[src/rtl/aes_round_scheduler.sv]
// aes_round_scheduler
//   Control FSM for an iterative AES-128 round datapath. It accepts one block
//   on a valid/ready handshake. It then launches one datapath token per round
//   and tracks the token's return on the pipeline empty flag. It drives Rcon
//   and the last-round MixColumns bypass, and presents completion on a
//   valid/ready output.
//   Optional feature macro: AES_SCHED_STATS_EN adds the blk_count port, a
//   saturating count of completed blocks.
module aes_round_scheduler #(
    parameter int NUM_ROUNDS = 10,  // rounds per block, 1..15
    parameter int ROUND_LAT  = 4,   // datapath register depth, >= 1
    parameter int WD_W       = 5    // must hold 2*ROUND_LAT
) (
    input  logic        clock,
    input  logic        reset_n,
    input  logic        in_valid,
    output logic        in_ready,
    output logic        out_valid,
    input  logic        out_ready,
    output logic        dp_load,
    output logic        dp_empty,
    input  logic        dp_empty_ret,
    output logic        dp_last_round,
    output logic [7:0]  dp_rcon,
    output logic [3:0]  round_idx,
    output logic        busy,
    output logic        err
`ifdef AES_SCHED_STATS_EN
    ,
    output logic [15:0] blk_count
`endif
);

    typedef enum logic [2:0] {
        S_DRAIN,
        S_IDLE,
        S_LOAD,
        S_ISSUE,
        S_WAIT,
        S_DONE
    } state_t;

    localparam logic [WD_W-1:0] WD_DRAIN   = WD_W'(ROUND_LAT);
    localparam logic [WD_W-1:0] WD_LIMIT   = WD_W'(2 * ROUND_LAT);
    localparam logic [3:0]      ROUND_LAST = 4'(NUM_ROUNDS);
    localparam logic [7:0]      RCON_FIRST = 8'h01;

    state_t          state, state_next;
    logic [3:0]      round_next;
    logic [7:0]      rcon_next;
    logic [WD_W-1:0] wd, wd_next, wd_inc;
    logic            err_next;

    // Multiply by x in GF(2^8): the Rcon step between consecutive rounds.
    function automatic logic [7:0] xtime(input logic [7:0] v);
        return {v[6:0], 1'b0} ^ (v[7] ? 8'h1b : 8'h00);
    endfunction

    assign wd_inc = wd + WD_W'(1);

    // Next-state, round/Rcon bookkeeping and watchdog decisions.
    always_comb begin
        // NOTE: defaults first so every path assigns every target and no latch is inferred.
        state_next = state;
        round_next = round_idx;
        rcon_next  = dp_rcon;
        wd_next    = wd;
        err_next   = err;
        case (state)
            S_DRAIN: begin
                // Stale tokens from an interrupted block flush out here; their
                // return is deliberately not observed.
                if (wd == WD_DRAIN) begin
                    state_next = S_IDLE;
                    wd_next    = '0;
                end else begin
                    wd_next = wd_inc;
                end
            end
            S_IDLE: begin
                if (in_valid && !err) begin
                    state_next = S_LOAD;
                    round_next = 4'd1;
                    rcon_next  = RCON_FIRST;
                end
            end
            S_LOAD: begin
                state_next = S_ISSUE;
            end
            S_ISSUE: begin
                wd_next = '0;
                if (!dp_empty_ret) begin
                    // A token arriving while we launch ours cannot be ours.
                    err_next   = 1'b1;
                    state_next = S_IDLE;
                    round_next = 4'd0;
                    rcon_next  = RCON_FIRST;
                end else begin
                    state_next = S_WAIT;
                end
            end
            S_WAIT: begin
                wd_next = wd_inc;
                if (!dp_empty_ret) begin
                    if (round_idx < ROUND_LAST) begin
                        round_next = round_idx + 4'd1;
                        rcon_next  = xtime(dp_rcon);
                        state_next = S_ISSUE;
                    end else begin
                        state_next = S_DONE;
                    end
                end else if (wd_inc == WD_LIMIT) begin
                    // Token lost: give up on the block and lock out new ones.
                    err_next   = 1'b1;
                    state_next = S_IDLE;
                    round_next = 4'd0;
                    rcon_next  = RCON_FIRST;
                end
            end
            S_DONE: begin
                if (out_ready) begin
                    state_next = S_IDLE;
                    round_next = 4'd0;
                    rcon_next  = RCON_FIRST;
                end
            end
            default: begin
                state_next = S_DRAIN;
                wd_next    = '0;
            end
        endcase
    end

    // State and bookkeeping registers with synchronous active-low reset.
    always_ff @(posedge clock) begin
        // NOTE: non-blocking assignments make every register update from the same pre-edge values.
        if (!reset_n) begin
            state     <= S_DRAIN;
            round_idx <= 4'd0;
            dp_rcon   <= RCON_FIRST;
            wd        <= '0;
            err       <= 1'b0;
        end else begin
            state     <= state_next;
            round_idx <= round_next;
            dp_rcon   <= rcon_next;
            wd        <= wd_next;
            err       <= err_next;
        end
    end

    // Outputs are pure decodes of registered state.
    assign in_ready      = (state == S_IDLE) && !err;
    assign out_valid     = (state == S_DONE);
    assign dp_load       = (state == S_LOAD);
    assign dp_empty      = (state != S_ISSUE);
    assign dp_last_round = (round_idx == ROUND_LAST);
    assign busy          = (state != S_IDLE);

`ifdef AES_SCHED_STATS_EN
    // Saturating count of blocks handed to the consumer.
    always_ff @(posedge clock) begin
        if (!reset_n) begin
            blk_count <= 16'd0;
        end else if (out_valid && out_ready && (blk_count != 16'hFFFF)) begin
            blk_count <= blk_count + 16'd1;
        end
    end
`endif

endmodule
[config.mk]
export PLATFORM = sky130hd
export DESIGN_NAME = aes_round_scheduler
export DESIGN_NICKNAME = d
export VERILOG_FILES = /design/src/rtl/aes_round_scheduler.sv
export SDC_FILE = /design/constraint.sdc
export NUM_CORES = 1
export LEC_CHECK = 0
export CAP_MARGIN = 30
export CORE_AREA = 2 2 52 54
export DETAILED_ROUTE_END_ITERATION = 8
export DIE_AREA = 0 0 54 56
export HOLD_SLACK_MARGIN = 0.06
export PLACE_DENSITY = 0.83
export SLEW_MARGIN = 15
export SYNTH_ARGS = -nofsm -noshare
export SYNTH_HDL_FRONTEND = slang
export SYNTH_SLANG_ARGS = --single-unit
[constraint.sdc]
create_clock -name clock -period 2.61 [get_ports clock]
set_input_delay 0.6525 -clock clock [delete_from_list [all_inputs] [get_ports clock]]
set_output_delay 0.6525 -clock clock [all_outputs]
set_load 0.02 [all_outputs]
# Word-level counts from Yosys, hierarchy flattened
# Cells that the tools add are included.
# W data, S select, Z words.
dict set report op_classes {
  add_sub_neg 2
  magnitude_cmp 1
  eq_ne 18
  n_mux 29
  n_bitwise 1
  n_reduce_logical 10
}
# op count
set ops {}
lappend ops {{$mux W8} 6}
lappend ops {{$pmux W8 S4} 1}
lappend ops {{$mux W4} 6}
lappend ops {{$mux W3} 7}
lappend ops {{$pmux W3 S6} 1}
lappend ops {{$pmux W4 S4} 1}
lappend ops {{$pmux W5 S3} 1}
lappend ops {{$mux W5} 2}
lappend ops {{$ne A2 B2 Y1 const B} 5}
lappend ops {{$reduce_and A4 Y1} 2}
lappend ops {{$xor A8 B5 Y8} 1}
lappend ops {{$eq A3 B2 Y1 const B} 2}
lappend ops {{$eq A3 B3 Y1 const B} 2}
lappend ops {{$ne A3 B3 Y1 const B} 2}
lappend ops {{$reduce_and A6 Y1} 1}
lappend ops {{$add A5 B1 Y5 const B} 1}
lappend ops {{$eq A5 B3 Y1 const B} 1}
lappend ops {{$eq A5 B4 Y1 const B} 1}
lappend ops {{$add A4 B1 Y4 const B} 1}
lappend ops {{$eq A4 B4 Y1 const B} 1}
lappend ops {{$lt A4 B4 Y1 const B} 1}
lappend ops {{$reduce_bool A4 Y1} 1}
lappend ops {{$eq A3 B1 Y1 const B} 1}
lappend ops {{$logic_not A3 Y1} 1}
lappend ops {{9 further kinds} 12}
dict set report word_totals {
  register_bits 21
  output_inout_bits 19
}

# Logic depth before layout (Yosys ltp)
dict set report depth {
  depth_word 5
  ltp_mapped 7
  depth_no_buf 7
}

# Worst setup path after synthesis
# OpenSTA, ideal clock, no wires.
dict set report synth_timing {
  path_kind {input -> register}
  startpoint {input dp_empty_ret}
  endpoint {register dp_rcon[2]}
  setup_time_ps 116
  arrival_ps 1862
  setup_slack_ps 632
  stages 7
  cell_sequence {clkbuf_2 o21ai_0 o31ai_1 a211o_1 or2_4 buf_6 a31o_1}
}
dict set report synth_between {
  elab_chain_cells 2
  elab_cells_between_ends 6
}
# item line
set synth_lines {}
lappend synth_lines {{start: declaration} 22} ;# input logic dp_empty_ret,
lappend synth_lines {{$ne A3 B3 Y1 (no source line) (tied with other cells)} -}
lappend synth_lines {{$reduce_and A6 Y1 (no source line) / $pmux W8 S4 (equally long branches)} -}
lappend synth_lines {{end signal: assignment} 146} ;# dp_rcon <= rcon_next;
lappend synth_lines {{end: declaration} 24} ;# output logic [7:0] dp_rcon,
# Several ways; a longest one is shown, not always the timed one.
# A chain may end at the register's enable or synchronous reset.

# Worst setup path in the final report
dict set report layout_timing {
  startpoint {register state[1]}
  endpoint {output dp_load}
}
dict set report layout_between {
  elab_chain_cells 1
}
# item line
set layout_lines {}
lappend layout_lines {{start: declaration} 48} ;# state_t state, state_next;
lappend layout_lines {{start signal: assignment} 144} ;# state <= state_next;
lappend layout_lines {{$eq A3 B2 Y1} 155} ;# assign dp_load = (state == S_LOAD);
lappend layout_lines {{end: declaration} 20} ;# output logic dp_load,
# No other way between the ends.

==> results.sh <==
export IMPL_grt_pass1_wl_mm=5.02
export IMPL_synth_cell_types=51
export IMPL_fin_nets=183
export IMPL_wl_mm=2.95
export IMPL_ys_seq_elements=21
export IMPL_ff_latch_area_um2=422
export IMPL_synth_edf_count=0
export IMPL_rsz0062_at_grt="false"
export IMPL_crit_slowest_cell="clkdlybuf4s50_1"
export IMPL_grt_util_all_layers=0.219
export IMPL_ys_seq_area_frac=0.333
export IMPL_cts_htree_levels=1
export IMPL_grt_max_degree=15
export IMPL_dr_pass1_iters=4
export IMPL_ctsRootBufferMaster="clkbuf_4"
export IMPL_reg2reg_depth=6
export IMPL_hold_depth=2
export IMPL_globalRouteOverflowTotal=0
export IMPL_synthCells=152
export IMPL_synth_top_cell_area_share=0.333
export IMPL_yosysWarnings=0
export IMPL_worst_path_dominant_cell_family="buffers and inverters"
export IMPL_io_buffers=23
export IMPL_met3_usage=0.0672
export IMPL_cts_made_buffers=3
export IMPL_routedWlPerCell_um=14.6
export IMPL_antenna_left=0
export IMPL_yosysTopAreaCell="dfxtp_1"
export IMPL_setup_viol=0
export IMPL_die_w_um=54
export IMPL_synth_area_leaders="dfxtp_1, mux2i_1, nor2_1, ha_1, nand2_1"
export IMPL_drc=0
export IMPL_grtUsageMet2=0.368
export IMPL_tightest_slew_ps=409
export IMPL_place_area_mm2=0.00150
export IMPL_worstSetupStartpointType="flip-flop"
export IMPL_core_mm2=0.00243
export IMPL_top_usage_layer="met2"
export IMPL_skew_ps=7.29
export IMPL_vdd_drop_max_mv=0.560
export IMPL_cts_sinks=21
export IMPL_reg2reg_to="round_idx[1]"
export IMPL_synth_fp_nets=162
export IMPL_area_growth_pct=21.3
export IMPL_async_reset_ff_frac=0
export IMPL_drv_cap=0
export IMPL_die_height_um=56
export IMPL_viasPerCell=5.89
export IMPL_cp_end_kind="output port"
export IMPL_r2r_setup_slack_ps=610
export IMPL_cts_tree="done"
export IMPL_hold_path_end="dp_rcon[6]"
export IMPL_critPathMaxStageDelay_ps=650
export IMPL_antenna_found_initial=0
export IMPL_max_slew_margin=0.726
export IMPL_netlist_area_mm2=0.00126
export IMPL_clockBufferDepth=2
export IMPL_grt_pass1_vias=1126
export IMPL_fin_tns_setup_ps=0
export IMPL_die_area_mm2=0.00302
export IMPL_drv_slew=0
export IMPL_multiInputGateArea_um2=756
export IMPL_path_buf_inv=1
export IMPL_pin_count=24
export IMPL_cp_cell_sequence="nor3b_2, clkdlybuf4s50_1"
export IMPL_synth_ff_type="dfxtp_1"
export IMPL_arrival_ps=1870
export IMPL_via_count=1189
export IMPL_min_period_ps=2520
export IMPL_yosys_top_cells_count="dfxtp_1, nor2_1, nand2_1"
export IMPL_critPathKind="flip-flop to output port"
export IMPL_cts_hold_buf=0
export IMPL_dp_hpwl_mm=2.18
export IMPL_power_density_mw_per_mm2=627
export IMPL_cp_data_required_time_ps=1960
export IMPL_outcome="completed"
export IMPL_initial_core_util=0.520
export IMPL_hold_viol_final=0
export IMPL_drive_above_1_share=0.105
export IMPL_diodes=0
export IMPL_fillers=221
export IMPL_dr_first_iter_drc_count=55
export IMPL_power_leakage_nw=0.601
export IMPL_clkLatencyLatePin_ps=310
export IMPL_fmax_ghz=0.397
export IMPL_synth_most_common_cell="dfxtp_1"
export IMPL_fin_hold_ws_ps=500
export IMPL_finalCritPeriodShare=0.965
export IMPL_std_cell_rows=18
export IMPL_min_from="dp_rcon[5]"
export IMPL_worstReg2RegStart="wd[0]"
export IMPL_stdcell_area_mm2=0.00153
export IMPL_synth_avg_cell_area_um2=8.31
export IMPL_cp_max_fo=12
export IMPL_met1_usage=0.264
export IMPL_hp_class="flip-flop to flip-flop"
export IMPL_gp_congestion=0.885
export IMPL_clkTransAtPathRegs_ps=130
[worst register-to-register path: cells and delay by family, from the launching register on]
kind,cells,cell delay (ps)
flops,1,460
compound gates,2,540
fa+ha+maj,1,340
mux,1,230
simple gates,2,380
[registers in the layout (all words and copies together), names as in the netlist]
signal	cells
dp_rcon	8
wd	5
state	3
round_idx	4
err	1
[layout by cell type, fill, tap and decap left out, types with 3 or more instances in the layout]
cell type	count
a21oi_1	3
o21ai_0	6
dfxtp_1	20
ha_1	5
buf_4	5
xor2_1	3
nor3_1	5
mux2i_1	7
nor2_1	17
nor4_1	4
clkdlybuf4s50_1	23
inv_1	5
clkbuf_4	3
nand2_1	13
nand3_1	9
[final cells by class]
class,count,area share
flip-flops and latches,21,0.275
clock buffers,3,0.0147
inverters,6,0.0147
repair buffers,28,0.175
clock inverters,1,0.00327
multi-input cells,113,0.493
well taps,30,0.0245
[timing repair]
item	CTS	global route
hold endpoints to repair	0	0
setup buffers	0	0
setup endpoints to repair	1	2
resized for setup	1	1
[worst max-delay path by stage]
stage                       to  slack, ps  cells past startpoint    startpoint
CTS                    dp_load         90                      2      state[1]
global route           dp_load        0.1                      2      state[1]
global placement    dp_rcon[5]        170                      6      in_valid
floorplan           dp_rcon[2]        630                      7  dp_empty_ret
detailed placement  dp_rcon[5]        120                      6      in_valid
finish                 dp_load         90                      2      state[1]
[routing by layer]
metal | up-vias | share of wire
li1 | 587 | -
met1 | 556 | 0.44
met2 | 44 | 0.51
met3 | 2 | 0.050
met4 | 0 | 0.0064
met5 | - | 0
[kinds of logic (layout without fill, tap and decap cells)]
kind of cell / after synthesis / count (layout) / share of synthesized area
compound gates: 35 / 35 / 0.210
buf+inv: 18 / 38 / 0.0733
fa+ha+maj: 5 / 5 / 0.0495
xor+xnor: 5 / 5 / 0.0347
mux: 7 / 7 / 0.0554
flops: 21 / 21 / 0.333
simple gates: 61 / 61 / 0.245
[report_power, final]
part	switching, W	internal (W)
sequential	0.0000441	0.000350
combinational	0.000235	0.000169
clock	0.000105	0.0000573
total	0.000384	0.000576
[through the flow]
stage	worst slack (ps)	cells	utilization	total power, W
6_report	90.1	202	0.630	0.000960
5_1_grt	0.0979	202	0.630	0.00103
4_1_cts	94.3	202	0.630	0.000962
3_5_place_dp	121	198	0.616	0.000796
3_3_place_gp	166	198	0.616	0.000783
2_1_floorplan	632	152	-	0.000694
Power figures use the tool's default switching activity.
